`config.mk`:
```
export PLATFORM = sky130hd
export DESIGN_NAME = exec_cc_stage_flat
export DESIGN_NICKNAME = d
export VERILOG_FILES = /design/src/rtl/y86_pkg.sv /design/src/rtl/exec_cc_stage_if.sv /design/src/rtl/exec_cond_eval.sv /design/src/rtl/exec_cc_stage.sv /design/src/flat_wrapper.sv
export SDC_FILE = /design/constraint.sdc
export NUM_CORES = 1
export LEC_CHECK = 0
export ABC_AREA = 1
export BUFFER_PORTS_ARGS = -buffer_cell sky130_fd_sc_hd__buf_4
export CORE_MARGIN = 4
export CORE_UTILIZATION = 30
export DETAILED_ROUTE_END_ITERATION = 12
export GPL_TIMING_DRIVEN = 0
export PLACE_DENSITY_LB_ADDON = 0.1
export SLEW_MARGIN = 20
export SYNTH_ARGS = -nofsm -noshare
export SYNTH_HDL_FRONTEND = slang
export SYNTH_HIERARCHICAL = 1
export SYNTH_SLANG_ARGS = --single-unit
```
`constraint.sdc`:
```
create_clock -name clk -period 11.6 [get_ports clk]
set_clock_uncertainty 0.2 [all_clocks]
set_input_delay 0.58 -clock clk [delete_from_list [all_inputs] [get_ports clk]]
set_output_delay 0.58 -clock clk [all_outputs]
set_load 0.03 [all_outputs]
```
`src/rtl/y86_pkg.sv`:
```
// Shared Y86-64 execute-stage definitions: condition-function codes, ALU op
// encodings and the condition-code register layout.
package y86_pkg;

    localparam logic [3:0] C_YES = 4'h0;
    localparam logic [3:0] C_LE  = 4'h1;
    localparam logic [3:0] C_L   = 4'h2;
    localparam logic [3:0] C_E   = 4'h3;
    localparam logic [3:0] C_NE  = 4'h4;
    localparam logic [3:0] C_GE  = 4'h5;
    localparam logic [3:0] C_G   = 4'h6;

    localparam logic ALU_ADD = 1'b0;
    localparam logic ALU_SUB = 1'b1;

    typedef struct packed {
        logic zf;
        logic sf;
        logic of;
    } cc_t;

    localparam cc_t CC_RESET = '{zf: 1'b1, sf: 1'b0, of: 1'b0};

endpackage

```
`src/rtl/exec_cc_stage_if.sv`:
```
// Handshake bundle between the ALU, the execute back end and the memory stage.
interface exec_cc_stage_if #(
    parameter int W = 64
);
    logic         in_valid;
    logic         in_ready;
    logic [W-1:0] alu_a;
    logic [W-1:0] alu_b;
    logic         alu_op;
    logic [W-1:0] alu_out;
    logic         set_cc;
    logic [3:0]   ifun;
    logic         flush;
    logic         out_valid;
    logic         out_ready;
    logic [W-1:0] out_result;
    logic         out_cnd;

    modport master (
        output in_valid, alu_a, alu_b, alu_op, alu_out, set_cc, ifun, flush, out_ready,
        input  in_ready, out_valid, out_result, out_cnd
    );

    modport slave (
        input  in_valid, alu_a, alu_b, alu_op, alu_out, set_cc, ifun, flush, out_ready,
        output in_ready, out_valid, out_result, out_cnd
    );
endinterface

```
`src/rtl/exec_cond_eval.sv`:
```
// Combinational jXX/cmovXX condition evaluation from the condition-code register.
module exec_cond_eval
    import y86_pkg::*;
(
    input  cc_t        cc,
    input  logic [3:0] ifun,
    output logic       cnd
);

    always_comb begin
        // NOTE: default assigned first so no path through the case leaves cnd unassigned (no latch).
        cnd = 1'b0;
        case (ifun)
            C_YES:   cnd = 1'b1;
            C_LE:    cnd = (cc.sf ^ cc.of) | cc.zf;
            C_L:     cnd = cc.sf ^ cc.of;
            C_E:     cnd = cc.zf;
            C_NE:    cnd = ~cc.zf;
            C_GE:    cnd = ~(cc.sf ^ cc.of);
            C_G:     cnd = ~(cc.sf ^ cc.of) & ~cc.zf;
            default: cnd = 1'b0;
        endcase
    end

endmodule

```
`src/rtl/exec_cc_stage.sv`:
```
// Execute-stage back end: flag derivation, Y86-64 condition-code register,
// condition evaluation and a 2-entry skid buffer towards the memory stage.
module exec_cc_stage
    import y86_pkg::*;
#(
    parameter int W     = 64,
    parameter int DEPTH = 2
) (
    input  logic            clk,
    input  logic            rst_n,
    exec_cc_stage_if.slave  bus,
    output logic            cc_zf,
    output logic            cc_sf,
    output logic            cc_of
);

    typedef enum logic [1:0] {
        S_EMPTY = 2'd0,
        S_ONE   = 2'd1,
        S_FULL  = 2'd2
    } occ_t;

    occ_t         state_q, state_d;
    logic [1:0]   occ_d;
    logic         in_ready_q;
    cc_t          cc_q, flags_n;
    logic         cnd_n;
    logic         accept, pop;
    logic         head_load, head_shift, tail_load;
    logic [W-1:0] head_result, tail_result;
    logic         head_cnd, tail_cnd;

    assign accept = bus.in_valid & in_ready_q;
    assign pop    = bus.out_valid & bus.out_ready;

    // Overflow is judged on sign bits only: same-sign add or opposite-sign sub flipping sign.
    always_comb begin
        flags_n.zf = (bus.alu_out == '0);
        flags_n.sf = bus.alu_out[W-1];
        if (bus.alu_op == ALU_ADD)
            flags_n.of = (bus.alu_a[W-1] == bus.alu_b[W-1]) && (bus.alu_out[W-1] != bus.alu_a[W-1]);
        else
            flags_n.of = (bus.alu_a[W-1] != bus.alu_b[W-1]) && (bus.alu_out[W-1] != bus.alu_a[W-1]);
    end

    // Condition is taken from the registered CC, i.e. before this instruction's update.
    exec_cond_eval u_cond (
        .cc   (cc_q),
        .ifun (bus.ifun),
        .cnd  (cnd_n)
    );

    always_comb begin
        state_d    = state_q;
        head_load  = 1'b0;
        head_shift = 1'b0;
        tail_load  = 1'b0;
        if (bus.flush) begin
            state_d = S_EMPTY;
        end else begin
            case (state_q)
                S_EMPTY: if (accept) begin
                    state_d   = S_ONE;
                    head_load = 1'b1;
                end
                S_ONE: begin
                    if (accept && pop) begin
                        head_load = 1'b1;
                    end else if (accept) begin
                        state_d   = S_FULL;
                        tail_load = 1'b1;
                    end else if (pop) begin
                        state_d = S_EMPTY;
                    end
                end
                S_FULL: if (pop) begin
                    state_d    = S_ONE;
                    head_shift = 1'b1;
                end
                default: state_d = S_EMPTY;
            endcase
        end
    end

    assign occ_d = state_d;

    always_ff @(posedge clk or negedge rst_n) begin
        // NOTE: sequential state uses non-blocking assignments so every flop samples pre-edge values.
        if (!rst_n) begin
            state_q     <= S_EMPTY;
            in_ready_q  <= 1'b1;
            cc_q        <= CC_RESET;
            head_result <= '0;
            head_cnd    <= 1'b0;
        end else begin
            state_q    <= state_d;
            in_ready_q <= ({30'd0, occ_d} < 32'(DEPTH));
            if (accept && bus.set_cc && !bus.flush)
                cc_q <= flags_n;
            if (head_load) begin
                head_result <= bus.alu_out;
                head_cnd    <= cnd_n;
            end else if (head_shift) begin
                head_result <= tail_result;
                head_cnd    <= tail_cnd;
            end
        end
    end

    // NOTE: the second entry is storage only, never observed before being written, so it has no reset.
    always_ff @(posedge clk) begin
        if (tail_load) begin
            tail_result <= bus.alu_out;
            tail_cnd    <= cnd_n;
        end
    end

    assign bus.in_ready   = in_ready_q;
    assign bus.out_valid  = (state_q != S_EMPTY);
    assign bus.out_result = head_result;
    assign bus.out_cnd    = head_cnd;
    assign cc_zf          = cc_q.zf;
    assign cc_sf          = cc_q.sf;
    assign cc_of          = cc_q.of;

endmodule

```
`src/flat_wrapper.sv`:
```
// flat-port wrapper written by rule: the top's interface ports become plain ports
module exec_cc_stage_flat import y86_pkg::*;
#(
    parameter int W     = 64,
    parameter int DEPTH = 2
)
  (clk, rst_n, cc_zf, cc_sf, cc_of, bus_in_valid, bus_alu_a, bus_alu_b, bus_alu_op, bus_alu_out, bus_set_cc, bus_ifun, bus_flush, bus_out_ready, bus_in_ready, bus_out_valid, bus_out_result, bus_out_cnd);
  exec_cc_stage_if #(.W(W)) bus_i ();
  input  logic clk;
  input  logic rst_n;
  output logic cc_zf;
  output logic cc_sf;
  output logic cc_of;
  input wire logic [$bits(bus_i.in_valid)-1:0] bus_in_valid;
  input wire logic [$bits(bus_i.alu_a)-1:0] bus_alu_a;
  input wire logic [$bits(bus_i.alu_b)-1:0] bus_alu_b;
  input wire logic [$bits(bus_i.alu_op)-1:0] bus_alu_op;
  input wire logic [$bits(bus_i.alu_out)-1:0] bus_alu_out;
  input wire logic [$bits(bus_i.set_cc)-1:0] bus_set_cc;
  input wire logic [$bits(bus_i.ifun)-1:0] bus_ifun;
  input wire logic [$bits(bus_i.flush)-1:0] bus_flush;
  input wire logic [$bits(bus_i.out_ready)-1:0] bus_out_ready;
  output wire logic [$bits(bus_i.in_ready)-1:0] bus_in_ready;
  output wire logic [$bits(bus_i.out_valid)-1:0] bus_out_valid;
  output wire logic [$bits(bus_i.out_result)-1:0] bus_out_result;
  output wire logic [$bits(bus_i.out_cnd)-1:0] bus_out_cnd;
  assign bus_i.in_valid = bus_in_valid;
  assign bus_i.alu_a = bus_alu_a;
  assign bus_i.alu_b = bus_alu_b;
  assign bus_i.alu_op = bus_alu_op;
  assign bus_i.alu_out = bus_alu_out;
  assign bus_i.set_cc = bus_set_cc;
  assign bus_i.ifun = bus_ifun;
  assign bus_i.flush = bus_flush;
  assign bus_i.out_ready = bus_out_ready;
  assign bus_in_ready = bus_i.in_ready;
  assign bus_out_valid = bus_i.out_valid;
  assign bus_out_result = bus_i.out_result;
  assign bus_out_cnd = bus_i.out_cnd;
  exec_cc_stage #(.W(W), .DEPTH(DEPTH)) u_core (.clk(clk), .rst_n(rst_n), .bus(bus_i), .cc_zf(cc_zf), .cc_sf(cc_sf), .cc_of(cc_of));
endmodule
```
# After elaboration in Yosys (flattened, before gate mapping)
# Cells that the tools add are included.
# totals
n_memories	0
output_inout_bits	70
ram_bits	0
in_bits	203
latch_bits	0
elab_cells	62
ff_bits	136
romBits	0
# op_classes
n_lt_le_gt_ge	1
n_div	0
n_addsub	0
n_reduce_logical	11
n_shift	0
n_eq_ne	11
bitwise	7
n_mul	0
muxes	23
# ops
op	n
64-bit 2-to-1 mux	2
64-bit zero test	1
4-bit by 3-bit equality test with 1-bit output, second input constant	3
1-bit 2-to-1 mux	12
2-bit 2-to-1 mux	6
4-bit by 2-bit equality test with 1-bit output, second input constant	2
1-bit one-hot mux with 7 select lines	1
2-bit one-hot mux with 3 select lines	1
1-bit logical AND	5
4-bit by 1-bit equality test with 1-bit output, second input constant	1
4-bit zero test	1
2-bit nonzero test	2
1-bit AND	3
2-bit by 1-bit equality test with 1-bit output, second input constant	1
2-bit equality test, second input constant	1
2-bit zero test	1
2-bit less-than comparator, second input constant	1
1-bit inequality test	2
1-bit NOT	2
1-bit one-hot mux with 2 select lines	1
1-bit equality test	1
1-bit zero test	1
1-bit OR	1
1-bit bitwise XOR	1

# Logic depth before layout (Yosys ltp)
# logic_depth
depth_word	8
depth_mapped	11
ltp_nobuf	10

# By module
# The synthesis kept the hierarchy.
# modules_own_cells
mod	instances	area_per_inst_um2	cells_per_inst	seq_area_each_um2
exec_cc_stage	1	6316.1	720	3731.1
exec_cond_eval	1	95.1	23	0.0

# Worst setup path before layout
# No wires, ideal clock.
# synth_path
path_type	register to register
start	register u_core.in_ready_q (netlist: u_core/bus.in_ready)
end	register u_core.tail_cnd (enable)
synth_period_minus_slack_ns	6.049
setup_time_ns	0.569
t_arrival_ns	5.280
slack_ns	5.551
path_buffers	0
stages_incl_launch_ff	5
required_time_ns	10.831
cell_sequence	dfstp_2 -> nand2_1 -> inv_2 -> nand2_1 -> nor3_1
# synth_via
elab_chain_len	5
word_cells_on_any_way	6
cone_classes	mux (4); bitwise (1); reduce/logical (1)
# synth_lines
item	line	source
start, declared	exec_cc_stage.sv:25	logic in_ready_q;
start signal, assigned	exec_cc_stage.sv:97	in_ready_q <= ({30'd0, occ_d} < 32'(DEPTH));
1-bit AND *	exec_cc_stage.sv:33	assign accept = bus.in_valid & in_ready_q;
1-bit 2-to-1 mux or 1-bit logical AND (tied branches)	exec_cc_stage.sv:69, exec_cc_stage.sv:67	
1-bit 2-to-1 mux *	exec_cc_stage.sv:67	if (accept && pop) begin
1-bit 2-to-1 mux *	exec_cc_stage.sv:61	case (state_q)
1-bit 2-to-1 mux *	exec_cc_stage.sv:58	if (bus.flush) begin
via u_core.tail_load	exec_cc_stage.sv:29	logic head_load, head_shift, tail_load;
end signal, assigned	exec_cc_stage.sv:114	tail_cnd <= cnd_n;
end, declared	exec_cc_stage.sv:31	logic head_cnd, tail_cnd;
# Mark *: on every way through the listed nets, which the timed path passes. The rest lies on a longest branch.
# A chain may end at the register's enable or synchronous reset.

# Worst setup path in the final report
# layout_path
start	register u_core.in_ready_q (netlist: u_core/bus.in_ready)
end	register u_core.tail_result[14] (enable)
# layout_via
elab_chain_len	5
word_cells_on_any_way	6
cone_classes	mux (4); bitwise (1); reduce/logical (1)
# layout_lines
item	line	source
1-bit AND *	exec_cc_stage.sv:33	
1-bit 2-to-1 mux or 1-bit logical AND (tied branches)	exec_cc_stage.sv:69, exec_cc_stage.sv:67	
1-bit 2-to-1 mux *	exec_cc_stage.sv:67	
1-bit 2-to-1 mux *	exec_cc_stage.sv:61	
1-bit 2-to-1 mux *	exec_cc_stage.sv:58	
via u_core.tail_load	exec_cc_stage.sv:29	
end signal, assigned	exec_cc_stage.sv:113	tail_result <= bus.alu_out;
end, declared	exec_cc_stage.sv:30	logic [W-1:0] head_result, tail_result;
# Marked as above.

==> impl_metrics.yaml <==
global_routing:
  globalRoute.totalOverflow: 0
  antenna_found_initial: 0
  grt_pass1_wl_um: 27000
  grt_max_degree: 72
  grtUsageTotal_pct: 14.8
  first_global_vias: 4970
place:
  hpwl_um: 12400
  gp_congestion: 0.729
  dpl.cell_count: 1172
  port_buffers: 146
drt:
  drt_iter0_drc: 214
  ant_nets: 0
  wl_per_cell_um: 14.4
  drcViolationCount: 0
  firstDrtPassIters: 4
  routed_wl_um: 17300
  vias_per_cell: 4.21
  via_count: 5059
floorplan:
  start_util_pct: 30.5
  dieWidth_um: 154
  pin_count: 273
  die-area_mm2: 0.0238
  core-area_mm2: 0.0210
  die_h_um: 154
  fp-row-count: 53
setup_path:
  cp_max_fo: 10
  cp-start-kind: "flop"
  worstPathRequired_ns: 11.52
  cp-end-kind: "flop"
  crit_arrival_ns: 2.24
  criticalPathCategory: "flop to flop"
  r2r_cells: 7
clock_network:
  clock_sinks: 136
  numCtsBuffers: 17
  cts_setup_buffers: 0
  post_cts_resized: 0
  postCtsHoldBufs: 0
  clock_path_buffers: 2
  clkTransAtPathRegs_ns: 0.06
  cts_tree: "done"
  cts_max_level: 4
  clkLatencyLatePin_ns: 0.42
  cts_root_buf: "clkbuf_16"
pwr:
  leakage_uw: 0.00424
  intPower_uw: 1030
  switching_share_pct: 31.6
  p_clk_share_pct: 34.5
  power_density_mw_per_mm2: 177
  pwr-share-comb_pct: 25.0
  p_switching_uw: 473
  seqPwrFrac_pct: 40.6
  ir_drop_uv: 95.0
sta:
  tns_ns: 0
  hold_viol_final: 4
  setup_viol: 0
  period_needed_ns: 2.32
  whs_ns: -0.00486
  slew-limit-headroom_pct: 52.0
  rsz0062_at_grt: "no"
  worstMarginPinSlew_ns: 0.720
  max_freq_mhz: 431
  drv_slew: 0
  period_share_pct: 20.0
finish:
  layout-drive-gt1-share_pct: 25.4
  final_nets: 1119
  finalNonFillerCells: 1202
  n_antenna_cell: 0
  area_growth_pct: 32.2
logic_synthesis:
  synth_edf_count: 65
  syn_inst: 743
  synthDominantCellAreaShare_pct: 30.4
  yosysWarnings: 6
  synthesis.nets: 946
  synth.most_common_cell: "nand2_1"
  ys_seq_area_share_pct: 58.2
  ys_seq_elements: 136
  synth_top_area_cell: "edfxtp_1"
  synth-async-reset-ratio_pct: 52.2
  synthTopCellsByCount: "nand2_1 (229), inv_1 (142), nand3_1 (72)"
  syn_avg_cell_area_um2: 8.63
  yosys-top-cells-area: "edfxtp_1 (30%), dfrtp_1 (27%), nand2_1 (13%)"
  syn-cell-area_mm2: 0.00641
  yosysUniqueCellTypes: 24
  synth_ff_type: "dfrtp_1"
job:
  maxCapViolations: 0
worst_hold_path:
  holdCritPathClass: "primary input to async pin"
outcome:
  violations: "hold timing"
  status: "complete, but fails checks"
## path summary, 6_finish.rpt
| path | slack [ns] | endpoint | startpoint |
|---|---|---|---|
| max | 9.28 | u_core/tail_result[14] | u_core/bus.in_ready |
| min | -0.005 | u_core/bus.out_result[57] | rst_n |
| max reg2reg | 9.28 | u_core/tail_result[14] | u_core/bus.in_ready |
| min reg2reg | 0.30 | u_core/bus.out_result[58] | u_core/bus.out_result[58] |
| max in group asynchronous | 10.71 | u_core/bus.out_result[33] | rst_n |
| min in group clk | 0.15 | u_core/tail_result[23] | bus_alu_out[23] |
## sequential cells by signal, summed over array words and instances (netlist names)
register	count
u_core/bus.in_ready	1
u_core/bus.out_cnd	1
u_core/bus.out_result	64
u_core/cc_of	1
u_core/cc_sf	1
u_core/cc_zf	1
u_core/state_q	2
u_core/tail_cnd	1
u_core/tail_result	64
## routing by layer
metal	wire (um)	global-route usage [%]	vias to the layer above
met5	0	0	-
met1	7910	19.7	2291
met2	8200	23.6	116
li1	-	-	2634
met3	1010	3.72	18
met4	220	4.79	0
## per-stage QoR
stage | instance area [um^2] | util (%) | hold slack, ns | total power [uW] | setup slack (ns)
final | 8480 | 40.3 | -0.00486 | 1500 | 9.28
after global routing | 8480 | 40.3 | 0.0542 | 1580 | 9.11
after CTS | 8470 | 40.3 | 0.123 | 1530 | 9.22
after detailed placement | 7920 | 37.7 | 0.295 | 999 | 9.10
after global placement | 7850 | 37.3 | 0.293 | 997 | 2.60
after floorplan | 6410 | - | 0.0844 | 830 | 5.55
## power groups by stage
stage	logic, uW	registers [uW]	clock network [uW]
floorplan	106	724	0
global placement	377	620	0
detailed placement	380	619	0
CTS	381	610	534
global route	408	617	555
finish	375	608	517
## layout make-up
cell class | instances | area [um^2]
clock inverter | 10 | 105
buffer | 35 | 239
sequential | 136 | 3730
inverter | 146 | 548
multi-input combinational | 426 | 1900
tap | 275 | 344
clock buffer | 20 | 447
timing repair buffer | 154 | 1160
fill | 2138 | 12500
## layout by cell type (no fill, tap or decap), types with 3 or more instances in the layout
cell type / netlist / routed
o21ai_0: 43 / 43
edfxtp_1: 65 / 65
nor2_1: 45 / 45
inv_1: 142 / 142
inv_2: 4 / 4
buf_4: 2 / 154
o21ai_2: 20 / 20
clkbuf_1: 13 / 15
nand2_1: 229 / 229
dfrtp_1: 69 / 69
buf_6: 12 / 14
clkinvlp_4: 0 / 3
buf_2: 8 / 8
o21ai_1: 5 / 5
clkbuf_16: 0 / 17
clkinv_2: 0 / 3
nand3_1: 72 / 72
## worst max-delay path, cell delays in order (launching register included)
cell,delay (ns)
dfstp_2,0.54
nand2_1,0.11
inv_2,0.09
nand2_1,0.07
nor3_2,0.34
buf_4,0.24
buf_4,0.21
buf_4,0.21
## cells by family (layout without fill, tap and decap cells)
| group | count (synthesis) | in the layout | share of synthesized area (%) |
|---|---|---|---|
| flip-flops | 136 | 136 | 58.2 |
| AND/OR/NAND/NOR | 355 | 355 | 22.7 |
| XOR/XNOR | 1 | 1 | 0.137 |
| buffers and inverters | 181 | 365 | 12.3 |
| AO/OA/AOI/OAI | 70 | 70 | 6.69 |
(Power assumes the default switching activity.)
